### config.mk
export PLATFORM = sky130hd
export DESIGN_NAME = spdif_channel_status_decoder
export DESIGN_NICKNAME = d
export VERILOG_FILES = /design/src/rtl/spdif_cs_pkg.sv /design/src/rtl/spdif_cs_block_assembler.sv /design/src/rtl/spdif_channel_status_decoder.sv
export SDC_FILE = /design/constraint.sdc
export NUM_CORES = 1
export LEC_CHECK = 0
export CORE_UTILIZATION = 55
export DETAILED_ROUTE_END_ITERATION = 6
export PLACE_DENSITY = 0.82
export SLEW_MARGIN = 20
export SYNTH_ARGS = -nofsm -noshare
export SYNTH_HDL_FRONTEND = slang
export SYNTH_HIERARCHICAL = 1
export SYNTH_SLANG_ARGS = --single-unit
### constraint.sdc
create_clock -name clk -period 4.4 [get_ports clk]
set_clock_uncertainty 0.1 [all_clocks]
set_input_delay 0.66 -clock clk [delete_from_list [all_inputs] [get_ports clk]]
set_output_delay 0.66 -clock clk [all_outputs]
set_load 0.03 [all_outputs]
### src/rtl/spdif_cs_pkg.sv
`default_nettype none
// ============================================================================
//  Module      : spdif_cs_pkg
//  Description : Shared constants and state type for the S/PDIF channel-status
//                receive path.
//  Revision    : 1.0
// ============================================================================
package spdif_cs_pkg;

    localparam int          CS_BITS    = 192;
    localparam logic [7:0]  CS_LAST    = 8'(CS_BITS - 1);

    localparam int          CAT_LSB    = 8;
    localparam int          CAT_MSB    = 15;
    localparam logic [7:0]  CHNUM_LSB  = 8'd20;
    localparam logic [7:0]  CHNUM_MSB  = 8'd23;
    localparam int          FS_LSB     = 24;
    localparam int          FS_MSB     = 27;
    localparam int          WL_LSB     = 32;
    localparam int          WL_MSB     = 35;

    typedef enum logic [0:0] {
        HUNT    = 1'b0,
        COLLECT = 1'b1
    } state_t;

endpackage
`default_nettype wire

### src/rtl/spdif_cs_block_assembler.sv
`default_nettype none
// ============================================================================
//  Module      : spdif_cs_block_assembler
//  Description : Collects channel-A status bits into a 192-bit word, enforces
//                A/B subframe ordering and cross-checks channel B against A.
//  Revision    : 1.0
// ============================================================================
module spdif_cs_block_assembler
    import spdif_cs_pkg::*;
(
    input  logic                clk,
    input  logic                rst_n,
    input  logic                subframeValid,
    input  logic                subframeChan,
    input  logic                blockStart,
    input  logic                csBit,
    output logic [CS_BITS-1:0]  o_word,
    output logic [3:0]          o_chanNumB,
    output logic                o_mismatch,
    output logic                o_done,
    output logic                o_err
);

    state_t              r_state;
    logic [CS_BITS-1:0]  r_word;
    logic [7:0]          r_cnt;
    logic                r_expectB;
    logic                r_misPend;
    logic [3:0]          r_chanNumB;

    logic w_isA;
    logic w_isB;
    logic w_inChNum;
    logic w_bDiff;

    assign w_isA     = subframeValid && !subframeChan;
    assign w_isB     = subframeValid &&  subframeChan;
    assign w_inChNum = (r_cnt >= CHNUM_LSB) && (r_cnt <= CHNUM_MSB);
    assign w_bDiff   = w_isB && r_expectB && !w_inChNum && (csBit != r_word[r_cnt]);

    // A restart with blockStart is legal only at counter 0; wrap without it is not.
    assign o_err  = (r_state == COLLECT) &&
                    ((w_isA && (r_expectB ||
                                (blockStart && (r_cnt != 8'd0)) ||
                                (!blockStart && (r_cnt == 8'd0)))) ||
                     (w_isB && !r_expectB));
    assign o_done = (r_state == COLLECT) && w_isB && r_expectB && (r_cnt == CS_LAST);

    assign o_word     = r_word;
    assign o_chanNumB = r_chanNumB;
    assign o_mismatch = r_misPend || w_bDiff;

    always_ff @(posedge clk or negedge rst_n) begin
        if (!rst_n) begin
            r_state    <= HUNT;
            r_word     <= '0;
            r_cnt      <= 8'd0;
            r_expectB  <= 1'b0;
            r_misPend  <= 1'b0;
            r_chanNumB <= 4'd0;
        end else begin
            case (r_state)
                HUNT: begin
                    if (w_isA && blockStart) begin
                        r_word[0] <= csBit;
                        r_cnt     <= 8'd0;
                        r_expectB <= 1'b1;
                        r_misPend <= 1'b0;
                        r_state   <= COLLECT;
                    end
                end
                COLLECT: begin
                    if (w_isA) begin
                        if (r_expectB || (!blockStart && (r_cnt == 8'd0))) begin
                            r_state   <= HUNT;
                            r_cnt     <= 8'd0;
                            r_expectB <= 1'b0;
                        end else if (blockStart) begin
                            r_word[0] <= csBit;
                            r_cnt     <= 8'd0;
                            r_expectB <= 1'b1;
                            r_misPend <= 1'b0;
                        end else begin
                            r_word[r_cnt] <= csBit;
                            r_expectB     <= 1'b1;
                        end
                    end else if (w_isB) begin
                        if (!r_expectB) begin
                            r_state <= HUNT;
                            r_cnt   <= 8'd0;
                        end else begin
                            if (w_bDiff) begin
                                r_misPend <= 1'b1;
                            end
                            if (w_inChNum) begin
                                r_chanNumB[r_cnt[1:0]] <= csBit;
                            end
                            r_expectB <= 1'b0;
                            r_cnt     <= (r_cnt == CS_LAST) ? 8'd0 : r_cnt + 8'd1;
                        end
                    end
                end
                default: r_state <= HUNT;
            endcase
        end
    end

endmodule
`default_nettype wire

### src/rtl/spdif_channel_status_decoder.sv
`default_nettype none
// ============================================================================
//  Module      : spdif_channel_status_decoder
//  Description : Confirms channel-status blocks over consecutive repeats and
//                publishes the word with decoded consumer-mode fields.
//  Revision    : 1.0
// ============================================================================
module spdif_channel_status_decoder
    import spdif_cs_pkg::*;
#(
    parameter int CONFIRM_BLOCKS = 2
) (
    input  logic                clk,
    input  logic                rst_n,
    input  logic                subframeValid,
    input  logic                subframeChan,
    input  logic                blockStart,
    input  logic                csBit,
    output logic [CS_BITS-1:0]  csWord,
    output logic                csValid,
    output logic                csChanged,
    output logic                locked,
    output logic                isProfessional,
    output logic                isNonPcm,
    output logic                copyPermitted,
    output logic [7:0]          categoryCode,
    output logic [3:0]          channelNumA,
    output logic [3:0]          channelNumB,
    output logic [3:0]          samplingFreq,
    output logic [3:0]          wordLength,
    output logic                frameError,
    output logic                chanMismatch
);

    localparam logic [2:0] c_CONFIRM = 3'(CONFIRM_BLOCKS);

    logic [CS_BITS-1:0]  w_asmWord;
    logic [3:0]          w_asmChB;
    logic                w_asmMis;
    logic                w_done;
    logic                w_err;
    logic                w_same;
    logic [2:0]          w_confirmNext;

    logic [CS_BITS-1:0]  r_csWord;
    logic [CS_BITS-1:0]  r_prevWord;
    logic [2:0]          r_confirm;
    logic                r_published;
    logic                r_csValid;
    logic                r_csChanged;
    logic                r_locked;
    logic                r_frameError;
    logic                r_chanMismatch;
    logic [3:0]          r_chanNumB;

    spdif_cs_block_assembler u_asm (
        .clk           (clk),
        .rst_n         (rst_n),
        .subframeValid (subframeValid),
        .subframeChan  (subframeChan),
        .blockStart    (blockStart),
        .csBit         (csBit),
        .o_word        (w_asmWord),
        .o_chanNumB    (w_asmChB),
        .o_mismatch    (w_asmMis),
        .o_done        (w_done),
        .o_err         (w_err)
    );

    // A counter of 0 always restarts at 1, so no separate "previous valid" flag is needed.
    assign w_same        = (w_asmWord == r_prevWord);
    assign w_confirmNext = !w_same ? 3'd1 :
                           (r_confirm >= c_CONFIRM) ? c_CONFIRM : r_confirm + 3'd1;

    always_ff @(posedge clk or negedge rst_n) begin
        if (!rst_n) begin
            r_csWord       <= '0;
            r_prevWord     <= '0;
            r_confirm      <= 3'd0;
            r_published    <= 1'b0;
            r_csValid      <= 1'b0;
            r_csChanged    <= 1'b0;
            r_locked       <= 1'b0;
            r_frameError   <= 1'b0;
            r_chanMismatch <= 1'b0;
            r_chanNumB     <= 4'd0;
        end else begin
            r_csValid    <= 1'b0;
            r_csChanged  <= 1'b0;
            r_frameError <= w_err;
            if (w_err) begin
                r_confirm <= 3'd0;
                r_locked  <= 1'b0;
            end else if (w_done) begin
                r_prevWord <= w_asmWord;
                r_confirm  <= w_confirmNext;
                if (!w_same) begin
                    r_locked <= 1'b0;
                end
                if (w_confirmNext == c_CONFIRM) begin
                    r_csWord       <= w_asmWord;
                    r_chanNumB     <= w_asmChB;
                    r_chanMismatch <= w_asmMis;
                    r_csValid      <= 1'b1;
                    r_csChanged    <= !r_published || (w_asmWord != r_csWord);
                    r_published    <= 1'b1;
                    r_locked       <= 1'b1;
                end
            end
        end
    end

    assign csWord         = r_csWord;
    assign csValid        = r_csValid;
    assign csChanged      = r_csChanged;
    assign locked         = r_locked;
    assign frameError     = r_frameError;
    assign chanMismatch   = r_chanMismatch;
    assign channelNumB    = r_chanNumB;
    assign isProfessional = r_csWord[0];
    assign isNonPcm       = r_csWord[1];
    assign copyPermitted  = r_csWord[2];
    assign categoryCode   = r_csWord[CAT_MSB:CAT_LSB];
    assign channelNumA    = r_csWord[CHNUM_MSB:CHNUM_LSB];
    assign samplingFreq   = r_csWord[FS_MSB:FS_LSB];
    assign wordLength     = r_csWord[WL_MSB:WL_LSB];

endmodule
`default_nettype wire

---- Yosys cells after proc, flatten, opt, wreduce, memory -nomap -nowiden ----
Index checks and enable logic that the tools add are counted.
storage, ports and cells
  flip-flop bits (word level) ............. 604
  input port bits ......................... 6
  output and inout port bits .............. 224
  logic and storage cells ................. 139
operators by class
  add/subtract/negate cells ............... 2
  magnitude comparators ................... 7
  eq/ne operators ......................... 15
  muxes and demuxes ....................... 53
  bitwise gates (word level) .............. 5
  reduce and logical (&&, ||, !) cells .... 40
operators with widths
  operator                                                            count
  bitwise mux 192 bit                                                 1
  == test 192 bit                                                     1
  inequality test 192 bit                                             1
  two-way mux 8 bit                                                   7
  two-way mux 1 bit                                                   32
  logical AND 1 bit                                                   17
  one-hot mux 8 bit (2 select lines)                                  1
  inequality test 3 bit (second input constant)                       5
  two-way mux 3 bit                                                   4
  < comparator 8 x 9 -> 1 bit (second input constant)                 1
  AND reduction 3 bit                                                 3
  adder 8 x 1 -> 8 bit (second input constant)                        1
  binary-select mux 1 bit (select 8 bit)                              1
  demux 1 bit (select 8 bit)                                          1
  == test 8 bit (second input constant)                               1
  greater-or-equal comparator 8 x 1 -> 1 bit (second input constant)  1
  greater-or-equal comparator 8 x 5 -> 1 bit (second input constant)  1
  <= comparator 8 x 5 -> 1 bit (second input constant)                1
  zero test 8 bit                                                     1
  one-hot mux 1 bit (2 select lines)                                  4
  nonzero test 8 bit                                                  1
  logical OR 1 bit                                                    6
  AND reduction 2 bit                                                 3
  AND reduction 6 bit                                                 1
  17 further kinds                                                    26

---- Longest topological paths before layout ----
  depth after elaboration ................. 10
  gate-level depth with buffers ........... 14
  depth with buffers taken out ............ 9

---- By module ----
Netlist, hierarchy kept.
by module, submodules not included
  module                        times used  cells each  area each (sq um)  sequential area each (sq um)
  spdif_channel_status_decoder  1           1522        20193.1            9934.5
  spdif_cs_block_assembler      1           900         10576.4            5180.0

---- Least setup slack after synthesis ----
Ideal clock, no wire load.
  path type ............................... flip-flop to flip-flop
  start ................................... register u_asm.r_cnt[2]
  end ..................................... register r_prevWord[146]
  library setup time ...................... 0.125 ns
  arrival ................................. 3.208 ns
  setup slack ............................. 0.967 ns
  stages on the path, launching flop included .. 14
  buffers on the path ..................... 5
  clock period less this slack ............ 3.433 ns
  cells stage by stage .................... dfrtp_1 clkbuf_1 clkbuf_1 and2_0 clkbuf_1 nand2_1 nor2_1 nand2_1 nor2_1 inv_1 nor2_1 clkbuf_1 clkbuf_1 mux2_2
on the way
  elaborated cells between the ends (all ways) .. 13
RTL lines
  item                                  line                                text
  start: declaration                    spdif_cs_block_assembler.sv:26      logic [7:0] r_cnt;
  start signal: assignment              spdif_cs_block_assembler.sv:99      r_cnt <= (r_cnt == CS_LAST) ? 8'd0 : r_cnt + 8'd1;
  == test 8 bit                         spdif_cs_block_assembler.sv:47      assign o_done = (r_state == COLLECT) && w_isB && r_expectB && (r_cnt == CS_LAST);
  logical AND 1 bit                     spdif_cs_block_assembler.sv:47
  net w_done                            spdif_channel_status_decoder.sv:40  logic w_done;
  AND reduction 2 bit (no source line)  --
  end signal: assignment                spdif_channel_status_decoder.sv:95  r_prevWord <= w_asmWord;
  end: declaration                      spdif_channel_status_decoder.sv:46  logic [CS_BITS-1:0] r_prevWord;
The timed path passes the listed nets, and every way through them passes these cells.
A chain may end at the register's enable or synchronous reset.

---- Worst setup path after layout ----
  start ................................... register u_asm.r_cnt[1]
  end ..................................... register u_asm.r_word[177], in the netlist u_asm/o_word[177]
on the way
  longest elaborated chain between the ends .. 5
  elaborated cells between the ends (all ways) .. 11
ends and longest elaborated chain
  item                                                                                line                                                            text
  < comparator 8 x 9 -> 1 bit (implied by the code), or another cell as far along     spdif_cs_block_assembler.sv:84                                  r_word[r_cnt] <= csBit;
  logical AND 1 bit, on equally long branches                                         spdif_cs_block_assembler.sv:84, spdif_cs_block_assembler.sv:74
  two-way mux 1 bit (implied by the code) / logical OR 1 bit (equally long branches)  spdif_cs_block_assembler.sv:84, spdif_cs_block_assembler.sv:74
  demux 1 bit (select 8 bit) / NOT 1 bit (equally long branches)                      --
  bitwise mux 192 bit / AND reduction 4 bit (equally long branches)                   --
  end signal: indexed assignment                                                      spdif_cs_block_assembler.sv:84
  end: declaration                                                                    spdif_cs_block_assembler.sv:25                                  logic [CS_BITS-1:0] r_word;
Several ways; a longest one is shown, not always the timed one.

==> flow_summary_export.csv <==
group,metric,value,unit
critical_path,required,4.80,ns
global_routing,grt_antenna_before_repair,15,
synth,syn_area_per_cell,12.7,um^2
power,seq_power_share,48.4,%
flow_run,maxCapViolations,0,
placed_design,place_inst,3439,
synth,yosys_warnings,6,
placed_design,buffer_ports.inserted,229,
die,rows,86,
critical_path,worstPathMaxFanout,16,
sta,max_freq,0.240,GHz
synth,ys_seq_elements,604,
power,p_leak,16.8,nW
placed_design,place_area,34700,um^2
synth,ys.flop_type,"dfrtp_1",
worst_hold_path,min_path_type,"in2async",
die,chipHeight,239,um
detailed_routing,first_iter_violations,3410,
sta,worst_hold_slack,0.0505,ns
final_layout,area_growth_syn_to_layout,19.4,%
clock_tree,h-tree-depth,3,
global_routing,track_usage,46.9,%
sta,min_period,4.17,ns
synth,synth_cell_types,60,
die,chipWidth,239,um
sta,slew_violations,0,
clock_tree,clkTransAtPathRegs,0.06,ns
clock_tree,cts_root_buf,"clkbuf_16",
status,status,"completed",
final_layout,design_area,36700,um^2
power,p_switching,0.00274,W
critical_path,start_kind,"register",
power,combPwrFrac,4.4,%
detailed_routing,vias,23500,
sta,slew_headroom,11.5,%
clock_tree,numCtsBuffers,66,
clock_tree,clk_latency,0.62,ns
power,irDropWorstVdd,0.294,mV
global_routing,use_met2,66.1,%
placed_design,routabilityCongestion,1.09,
detailed_routing,wl_per_cell,37.3,um
critical_path,worstSetupEndpointType,"register",
clock_tree,clock_sinks,604,
critical_path,slowest_delay,0.91,ns
global_routing,grt_pass1_wl,181000,um
critical_path,cp_cell_sequence,"inv_2 -> ha_1 -> nand4_1 -> nand2_1 -> or3_1 -> nor2_1 -> nand2_1 -> nor2_1 -> mux2_2",
final_layout,nNetsFinal,2771,
global_routing,met3_usage,15.1,%
critical_path,cpMaxStageDelayCell,"dfrtp_1",
clock_tree,ctsResizeCount,0,
global_routing,grt.busiest_layer,"met2",
global_routing,use_met1,63.6,%
power,clkPwrFrac,47.1,%
power,power_density,315,nW/um^2
die,die_area,56900,um^2
die,io_pins,230,
synth,synth_fp_nets,2434,
global_routing,gr-total-overflow,0,
synth,synth_edf_count,0,
sta,tightest_slew,1.32,ns
synth,yosysSeqAreaShare,49.1,%
clock_tree,clk_path_buf_depth,3,
final_layout,drive_gt1_share,31.5,%
detailed_routing,drc,0,
global_routing,grt_max_degree,108,
synth,synthCells,2422,
sta,hold_viol_final,0,
critical_path,critPathArrivalTime,4.56,ns
sta,finalSetupViolCount,0,
critical_path,critPathTopFamily,"simple AND/OR/NAND/NOR gates",
clock_tree,cts_tree,"done",
die,start_util,55.7,%
die,core,55200,um^2
detailed_routing,vias_per_cell,6.61,
synth,synth-async-reset-ratio,100,%
sta,fin_crit_sh,94.8,%
detailed_routing,ant_nets,0,
sta,rsz0062_at_grt,"false",
detailed_routing,routed_wl,132000,um
detailed_routing,first_pass_iters,6,
power,internal_power,0.00884,W
clock_tree,cts_setup_buffers,0,
final_layout,stdcell_count,3550,
critical_path,crit_type,"reg2reg",
synth,syn-cell-area,30800,um^2
power,p_sw_share,23.7,%
clock_tree,postCtsHoldBufs,0,
sta,setup_tns,0,ns
global_routing,grt_pass1_vias,22800,
critical_path,path_buf_inv,1,
placed_design,dp_hpwl,97000,um
==> worst register-to-register path, cell delays in order, from the launching register on <==
cell     delay [ns]
dfrtp_1        0.91
inv_2          0.36
ha_1           0.39
nand4_1        0.22
nand2_1        0.10
or3_1          0.46
nor2_1         0.27
nand2_1        0.57
nor2_1         0.31
mux2_2         0.37
==> placed cells by master, fill, tap and decap left out, types with 3 or more instances in the layout <==
cell	instances
a211oi_1	3
a21oi_1	6
a221oi_1	32
a31oi_1	6
buf_12	21
buf_4	162
clkbuf_1	18
clkbuf_16	68
clkbuf_8	10
clkdlybuf4s50_1	227
clkinv_2	5
clkinv_8	3
dfrtp_1	603
ha_1	6
inv_1	145
mux2_1	6
mux2_2	381
mux2_4	160
mux2i_1	52
mux4_2	49
nand2_1	57
nand2_2	4
nand2b_1	12
nand3_1	9
nand4_1	68
nor2_1	208
nor2b_1	9
nor3_1	12
nor4_1	39
o2111ai_1	6
o211ai_1	5
o21ai_0	15
o22ai_1	56
o31ai_1	8
o32ai_1	3
xnor2_1	193
xor2_1	90
==> metal layers <==
metal  vias up  share of wire [%]
li1       9142                  -
met4        12                6.8
met3       391                 13
met5         -              0.057
met1     12100                 39
met2      1776                 42
==> layout make-up <==
type | count | area (um^2)
well taps | 748 | 936
repair buffers | 411 | 3920
fillers | 4061 | 18500
multi-input cells | 1530 | 14100
clock inverters | 13 | 159
flip-flops and latches | 604 | 15100
clock buffers | 96 | 1910
diodes | 2 | 5.00
inverters | 146 | 548
==> synth_stat cells, types with 3 or more instances <==
cell       number  share of area, %
a211oi_1        3             0.073
o31ai_1         8              0.20
nand2b_1       12              0.24
mux2_4        160               7.8
mux2i_1        52               1.7
nand2_1        61              0.74
xnor2_1       193               5.5
nand3_1         9              0.15
dfrtp_1       604                49
buf_6           6              0.22
xor2_1         90               2.6
o32ai_1         3             0.085
o22ai_1        56               1.1
mux4_2         49               3.6
o21ai_0        15              0.24
clkbuf_1       83               1.0
nor3_1         12              0.20
inv_1         145               1.8
nor4_1         40              0.81
mux2_1          6              0.22
buf_4          24              0.59
buf_2           8              0.13
nand4_1        68               1.4
mux2_2        381                14
ha_1            6              0.24
o2111ai_1       6              0.17
a31oi_1         6              0.12
nor2_1        209               2.5
buf_12         19               1.2
a21oi_1         6             0.098
o211ai_1        5              0.12
a221oi_1       32              0.91
nor2b_1         9              0.18
==> sequential cells by signal (all words and copies together), names as in the netlist, 3 cells and up <==
signal and count:
u_asm/o_word 192, u_asm/r_cnt 8, r_prevWord 192, r_confirm 3, csWord 192, u_asm/o_chanNumB 4, channelNumB 4
==> power groups by stage <==
stage               combinational, W  clock (W)  sequential, W
floorplan                   0.000240          0        0.00569
global placement            0.000495          0        0.00571
detailed placement          0.000504          0        0.00571
CTS                         0.000506    0.00548        0.00561
global route                0.000539    0.00569        0.00561
finish                      0.000515    0.00546        0.00561
==> path summary, 6_finish.rpt <==
| check | startpoint | endpoint | slack [ns] | cells after the start |
|---|---|---|---|---|
| max in group asynchronous | rst_n | r_prevWord[89] | 3.02 | 2 |
| min in group clk | r_published | r_published | 0.40 | 1 |
| setup reg to reg | u_asm/r_cnt[1] | u_asm/o_word[177] | 0.23 | 9 |
| setup / recovery | u_asm/r_cnt[1] | u_asm/o_word[177] | 0.23 | 9 |
| hold / removal | rst_n | r_prevWord[80] | 0.05 | 1 |
| hold reg to reg | r_published | r_published | 0.40 | 1 |
==> through the flow <==
stage / setup WS [ns] / total power (W) / utilization (%)
after floorplan: 0.967 / 0.00593 / -
after global placement: 0.495 / 0.00620 / 62.8
after detailed placement: 0.410 / 0.00621 / 62.8
after CTS: 0.348 / 0.0116 / 66.5
after global routing: 0.217 / 0.0118 / 66.5
final: 0.231 / 0.0116 / 66.6
==> cells by family (layout without fill, tap and decap cells) <==
kind of cell	count (synthesis)	count (layout)	share of synthesized area, %
AO/OA/AOI/OAI	154	154	3.56
XOR/XNOR	283	283	8.06
adder cells (fa/ha/maj)	6	6	0.244
buffers and inverters	288	666	4.99
flip-flops	604	604	49.1
multiplexers	648	648	27.2
other	0	2	0
AND/OR/NAND/NOR	439	439	6.78
Note: power is estimated with default switching activity, not from simulation.
